===== src/rtl/ifu_pkg.sv =====
// Shared types and constants for the ifu_fetch instruction fetch stage.
package ifu_pkg;

  typedef enum logic [1:0] {
    BOOT = 2'd0,
    REQ  = 2'd1,
    WAIT = 2'd2,
    HOLD = 2'd3
  } ifu_state_e;

  localparam logic [31:0] IFU_RESET_PC = 32'h8000_0000;
  localparam int unsigned PC_STEP      = 4;

  function automatic logic pc_aligned(input logic [1:0] pc_lsb);
    return pc_lsb == 2'b00;
  endfunction

endpackage


===== src/rtl/ifu_fetch.sv =====
// Instruction fetch stage: one outstanding imem request, one buffered instruction,
// redirects squash the in-flight fetch via a stale flag.
module ifu_fetch
  import ifu_pkg::*;
#(
  parameter int unsigned      WIDTH    = 32,
  parameter logic [WIDTH-1:0] RESET_PC = WIDTH'(IFU_RESET_PC)
) (
  input  logic             clk,
  input  logic             rst,
  input  logic             redirect_valid,
  input  logic [WIDTH-1:0] redirect_pc,
  output logic             imem_req_valid,
  input  logic             imem_req_ready,
  output logic [WIDTH-1:0] imem_req_addr,
  input  logic             imem_resp_valid,
  input  logic [WIDTH-1:0] imem_resp_data,
  input  logic             imem_resp_err,
  output logic             out_valid,
  input  logic             out_ready,
  output logic [WIDTH-1:0] out_pc,
  output logic [WIDTH-1:0] out_inst,
  output logic             out_err,
  output logic [WIDTH-1:0] debug_pc,
  output logic [WIDTH-1:0] debug_inst
);

  ifu_state_e       state_q, state_d;
  logic [WIDTH-1:0] pc_q, pc_d;
  logic             stale_q, stale_d;
  logic [WIDTH-1:0] out_pc_q, out_pc_d;
  logic [WIDTH-1:0] out_inst_q, out_inst_d;
  logic             out_err_q, out_err_d;
  logic [WIDTH-1:0] debug_pc_q, debug_pc_d;
  logic [WIDTH-1:0] debug_inst_q, debug_inst_d;

  logic pc_ok;
  logic req_fire;
  logic deliver;

  // Handshake-facing valids come only from registered state, never from inputs.
  assign pc_ok          = pc_aligned(pc_q[1:0]);
  assign imem_req_valid = (state_q == REQ) && pc_ok;
  assign imem_req_addr  = pc_q;
  assign req_fire       = imem_req_valid && imem_req_ready;
  assign out_valid      = (state_q == HOLD);
  assign deliver        = out_valid && out_ready;

  assign out_pc     = out_pc_q;
  assign out_inst   = out_inst_q;
  assign out_err    = out_err_q;
  assign debug_pc   = debug_pc_q;
  assign debug_inst = debug_inst_q;

  always_comb begin
    state_d      = state_q;
    pc_d         = pc_q;
    stale_d      = stale_q;
    out_pc_d     = out_pc_q;
    out_inst_d   = out_inst_q;
    out_err_d    = out_err_q;
    debug_pc_d   = debug_pc_q;
    debug_inst_d = debug_inst_q;

    unique case (state_q)
      BOOT: begin
        state_d = REQ;
      end

      REQ: begin
        if (req_fire) begin
          state_d = WAIT;
          stale_d = redirect_valid;
        end else if (!pc_ok && !redirect_valid) begin
          // Misaligned PC never reaches imem; it is reported as a fault instead.
          out_pc_d   = pc_q;
          out_inst_d = '0;
          out_err_d  = 1'b1;
          state_d    = HOLD;
        end
      end

      WAIT: begin
        if (imem_resp_valid) begin
          if (stale_q || redirect_valid) begin
            stale_d = 1'b0;
            state_d = REQ;
          end else begin
            out_pc_d   = pc_q;
            out_inst_d = imem_resp_data;
            out_err_d  = imem_resp_err;
            state_d    = HOLD;
          end
        end else if (redirect_valid) begin
          stale_d = 1'b1;
        end
      end

      HOLD: begin
        if (deliver) begin
          debug_pc_d   = out_pc_q;
          debug_inst_d = out_inst_q;
          pc_d         = pc_q + WIDTH'(PC_STEP);
          state_d      = REQ;
        end else if (redirect_valid) begin
          state_d = REQ;
        end
      end

      default: state_d = BOOT;
    endcase

    // A redirect always wins the next PC, including over a same-cycle delivery.
    if (redirect_valid) begin
      pc_d = redirect_pc;
    end
  end

  always_ff @(posedge clk or posedge rst) begin
    if (rst) begin
      state_q      <= BOOT;
      pc_q         <= RESET_PC;
      stale_q      <= 1'b0;
      out_pc_q     <= '0;
      out_inst_q   <= '0;
      out_err_q    <= 1'b0;
      debug_pc_q   <= '0;
      debug_inst_q <= '0;
    end else begin
      state_q      <= state_d;
      pc_q         <= pc_d;
      stale_q      <= stale_d;
      out_pc_q     <= out_pc_d;
      out_inst_q   <= out_inst_d;
      out_err_q    <= out_err_d;
      debug_pc_q   <= debug_pc_d;
      debug_inst_q <= debug_inst_d;
    end
  end

endmodule

===== config.mk =====
export PLATFORM = sky130hd
export DESIGN_NAME = ifu_fetch
export DESIGN_NICKNAME = d
export VERILOG_FILES = /design/src/rtl/ifu_pkg.sv /design/src/rtl/ifu_fetch.sv
export SDC_FILE = /design/constraint.sdc
export NUM_CORES = 1
export LEC_CHECK = 0
export ABC_CLOCK_PERIOD_IN_PS = 10900
export BUFFER_PORTS_ARGS = -buffer_cell sky130_fd_sc_hd__buf_2
export CORE_MARGIN = 5
export CORE_UTILIZATION = 52
export DETAILED_ROUTE_END_ITERATION = 8
export PLACE_DENSITY = 0.82
export SETUP_SLACK_MARGIN = 0.3
export SLEW_MARGIN = 5
export SYNTH_ARGS = -nofsm -noshare
export SYNTH_HDL_FRONTEND = slang
export SYNTH_SLANG_ARGS = --single-unit

===== constraint.sdc =====
create_clock -name clk -period 10.9 [get_ports clk]
set_input_delay 1.09 -clock clk [delete_from_list [all_inputs] [get_ports clk]]
set_output_delay 1.09 -clock clk [all_outputs]
set_load 0.01 [all_outputs]

After elaboration in Yosys (flattened, before gate mapping):

Cells that the tools add are included.
W data, S select, Z words.

* add/sub/neg operators: 1
* multiply operators: 0
* div/mod/pow operators: 0
* order comparisons: 0
* equal/unequal tests: 12
* shift operators: 0
* multiplexer cells: 30
* bitwise operators: 0
* reduce and logical (&&, ||, !) cells: 17

Operator list (number)
* $mux W32: 11
* $pmux W32 S2: 2
* $add A32 B3 Y32 const B: 1
* $mux W2: 6
* $mux W1: 8
* $ne A2 B2 Y1 const B: 4
* $pmux W2 S4: 1
* $ne A3 B2 Y1 const B: 2
* $ne A3 B3 Y1 const B: 2
* $reduce_bool A2 Y1: 3
* $reduce_and A5 Y1: 1
* $eq A2 B2 Y1 const B: 2
* $logic_and A1 B1 Y1: 4
* $logic_not A2 Y1: 2
* $pmux W1 S2: 2
* $reduce_and A2 Y1: 2
* $reduce_and A4 Y1: 1
* $reduce_and A3 Y1: 1
* $eq A2 B1 Y1 const B: 1
* $logic_not A1 Y1: 2
* $ne A2 B1 Y1 const B: 1
* $logic_or A1 B1 Y1: 1

* register bits: 164
* bits in latches: 0
* RAM bits: 0
* bits in read-only memories: 0
* bits of input ports: 71
* output and inout bits: 163
* memories kept: 0

Longest topological paths before layout:

* depth in word-level cells: 6
* depth in mapped cells: 8
* gate-level depth less buffers: 6

Worst setup path after synthesis:

Ideal clock, no wire load.

* path kind: input to register
* from: in out_ready
* to: reg debug_inst_q[0], in the netlist debug_inst[0]
* setup time: 125 ps
* arrival: 2224 ps
* data required time: 10775 ps
* slack: 8551 ps
* stages: 4
* path buffers: 2
* path through: nand2_1 > clkbuf_1 > buf_1 > mux2_2

* cells in the longest elaborated chain, start to end: 2

RTL lines
* from (decl): line ifu_fetch.sv:20 `input logic out_ready,`
* $logic_and A1 B1 Y1: line ifu_fetch.sv:47 `assign deliver = out_valid && out_ready;`
* $reduce_and A2 Y1 (no line)
* to (signal assigned): line ifu_fetch.sv:137 `debug_inst_q <= debug_inst_d;`
* to (decl): line ifu_fetch.sv:35 `logic [WIDTH-1:0] debug_inst_q, debug_inst_d;`

No other way between the ends.
A chain may end at the register's enable or synchronous reset.

Worst setup path after layout:

* from: in redirect_valid
* to: reg out_pc_q[6], in the netlist out_pc[6]

* cells in the longest elaborated chain, start to end: 4
* elaborated cells on any way between the ends: 6

RTL lines
* from (decl): line ifu_fetch.sv:11 `input logic redirect_valid,`
* $logic_not A1 Y1: line ifu_fetch.sv:74 `end else if (!pc_ok && !redirect_valid) begin`
* $logic_and A1 B1 Y1: line ifu_fetch.sv:74
* $ne A2 B1 Y1 (no line)
* $reduce_and A5 Y1 (no line) (*)
* to (signal assigned): line ifu_fetch.sv:133 `out_pc_q <= out_pc_d;`
* to (decl): line ifu_fetch.sv:31 `logic [WIDTH-1:0] out_pc_q, out_pc_d;`

Mark *: on every way between the ends. The rest lies on a longest branch, timed or not.

==> metrics.txt <==
status=finished clean; Crit. Startpoint=redirect_valid; antenna violations before repair=0; Final Util=between 60% and 70%; Max VDD drop=about 0.19 mV; Synth top area share=between 50% and 60%; Post-CTS Hold Buffers=0; FFs w/ async S/R, synth=100.0%; vias in the first global route=between 5000 and 6000; max_slew headroom=a little under two fifths; P per Cell Area=between 200 and 300 mW/mm^2; Post-Place Cell Area=approximately 0.0082 mm^2; CTS Sinks=between 150 and 200; Lkg Pwr=between 4 and 5 nW; syn_area_per_cell=11.80 um^2; RSZ-0062 raised after global routing=no; #FFs+latches synth=around 160; yosys warns=0; crit path time final=2.905 ns; Tot Pwr=about 2.3 mW; CTS Buffer Depth=2; row cnt=42; Die H=roughly 130 um; DP Cell Count=approximately 970; 1st-iter DRT viols=about 470; all-layer global routing usage=between 20 and 25%; H-tree depth=4; final hold violations=0; pin count of the biggest net entering global routing=96; CORE AREA=between 0.01 and 0.015 mm^2; DR vias=5466; register area share after synthesis=around 60%; P&R area growth vs syn=28.10%; CTS root buf=clkbuf_16; PortBufs=233; Worst R2R Setup Slack=8.16 ns; Max Cap Viol=0; Clock Skews=between 0.008 and 0.009 ns; Startpoint Class=primary input; hpwl dp=12020 um; FF-to-FF path depth=6; WL/cell=roughly 17 um; EDFF count, synth=0; Crit Reg-Reg Startpoint=state_q[1]; total wire length=~17000 um; iteration count of the initial detailed-routing pass=4; Hold Path Class=register to register; largest area contributor in the netlist=dfrtp_1; die area=0.01575 mm^2; Fmax=around 340 MHz; Via density=around 5.5; total gr overflow=0; WP data required=between 10 and 15 ns; share of layout cells above drive strength 1=between 40 and 50%; DR DRC count=0; CTS clock-pin slew for the worst setup and hold paths=approximately 0.06 ns; crit end category=register; Worst Max-Slew Pin Slew=approximately 0.94 ns; WP data arrival=approximately 3.2 ns; width of the die=between 100 and 150 um; post-synthesis instance total=588; critical path capture point=out_pc[6]; Area contributors post-synth=dfrtp_1 59%, mux2_2 15%, nand2_1 5.4%; Synth Cell Area=just under 0.007 mm^2; pre-CTS setup slack=~7.6 ns; Setup Viol. Count Final=0; CTS buffer count=17; post-synth net total=between 600 and 700; Post-Route Setup TNS=0 ns; WS Path Type=primary input to register; design area=between 0.008 and 0.009 mm^2; Slew Limit Fails=0; Final GP Congestion=~0.84; Final Hold Slack=~0.48 ns; cts repair resizes=0; post-CTS setup buffer count=0; r2r endpoint=out_pc[6]; initial core utilization=roughly 53%; final setup margin=between 7 and 8 ns; CTS tree=yes; Synth top cells by count=163 x dfrtp_1, 99 x nand2_1, 93 x mux2_2; count leader, synth=dfrtp_1; Post-Layout Cell Count=roughly 1000; first-pass GRT wire length=around 28000 um; Antenna Nets Post-Route=0; fin crit share=about a quarter; main flop type after synthesis=dfrtp_1; nets@finish=around 890; Distinct cells, synth=44; clock insertion delay at the later pin of the skew report=about 0.42 ns; critical path peak fanout=86; I/O pin total=between 200 and 250
-- cells by family after synthesis --
family          synth area share, %
buf+inv                       2.182
compound gates                7.322
flops                         59.17
simple gates                  12.91
fa+ha+maj                    0.7214
xor+xnor                      1.515
mux                           16.18
-- power by group --
group | internal, mW | switching (mW) | total, mW
Sequential | 0.823 | 0.147 | 0.971
Clock | 0.413 | 0.227 | 0.641
Combinational | 0.355 | 0.382 | 0.737
-- layer usage --
layer | vias to the layer above | wire, um | global-route usage (%)
met5 | - | 0 | 0
met2 | 215 | 7996 | 33.39
met4 | 0 | 356 | 7.844
li1 | 2554 | - | -
met1 | 2667 | 7229 | 29.34
met3 | 30 | 1426 | 6.439
-- critical path, stage by stage --
cell and delay [ns]:
buf_2 0.53, a2111o_2 0.40, buf_4 0.69, mux2_2 0.42
-- registers in the layout, indices dropped and copies added (netlist names) --
| name | count |
|---|---|
| out_err | 1 |
| state_q | 2 |
| imem_req_addr | 32 |
| debug_inst | 32 |
| out_pc | 32 |
| out_inst | 32 |
| debug_pc | 32 |
| stale_q | 1 |
-- cell type report --
class	count	area, um^2
Multi-Input combinational cell	385	2690
Fill cell	999	4250
Clock buffer	24	501.7
Clock inverter	7	143.9
Timing Repair Buffer	236	1189
Sequential cell	164	4105
Tap cell	176	220.2
Antenna cell	1	2.502
Inverter	8	35.03
-- placed cells by master (no fill, tap or decap), types with 3 or more instances in the layout --
cell,instances
mux2i_1,3
nand4_1,10
inv_1,7
bufinv_16,4
o31ai_1,10
nand3_1,11
nor3_1,5
clkbuf_8,5
dfrtp_1,163
and4_1,4
or4_1,13
buf_4,3
and3_1,4
ha_1,4
o21ai_0,52
a31oi_1,13
xor2_1,5
o211ai_1,3
mux2_2,93
xnor2_1,7
nand2_1,98
mux2_1,4
nor2_1,18
clkbuf_16,17
buf_2,233
nor4_1,3
-- worst min-delay path by stage --
stage	start	end	slack, ns	depth (start not counted)
3_3_place_gp	out_err	out_err	0.46	2
5_1_grt	debug_inst[10]	debug_inst[10]	0.51	1
4_1_cts	out_err	out_err	0.48	2
6_report	out_err	out_err	0.48	2
3_5_place_dp	out_err	out_err	0.47	2
2_1_floorplan	out_err	out_err	0.52	2
(Power assumes the default switching activity.)
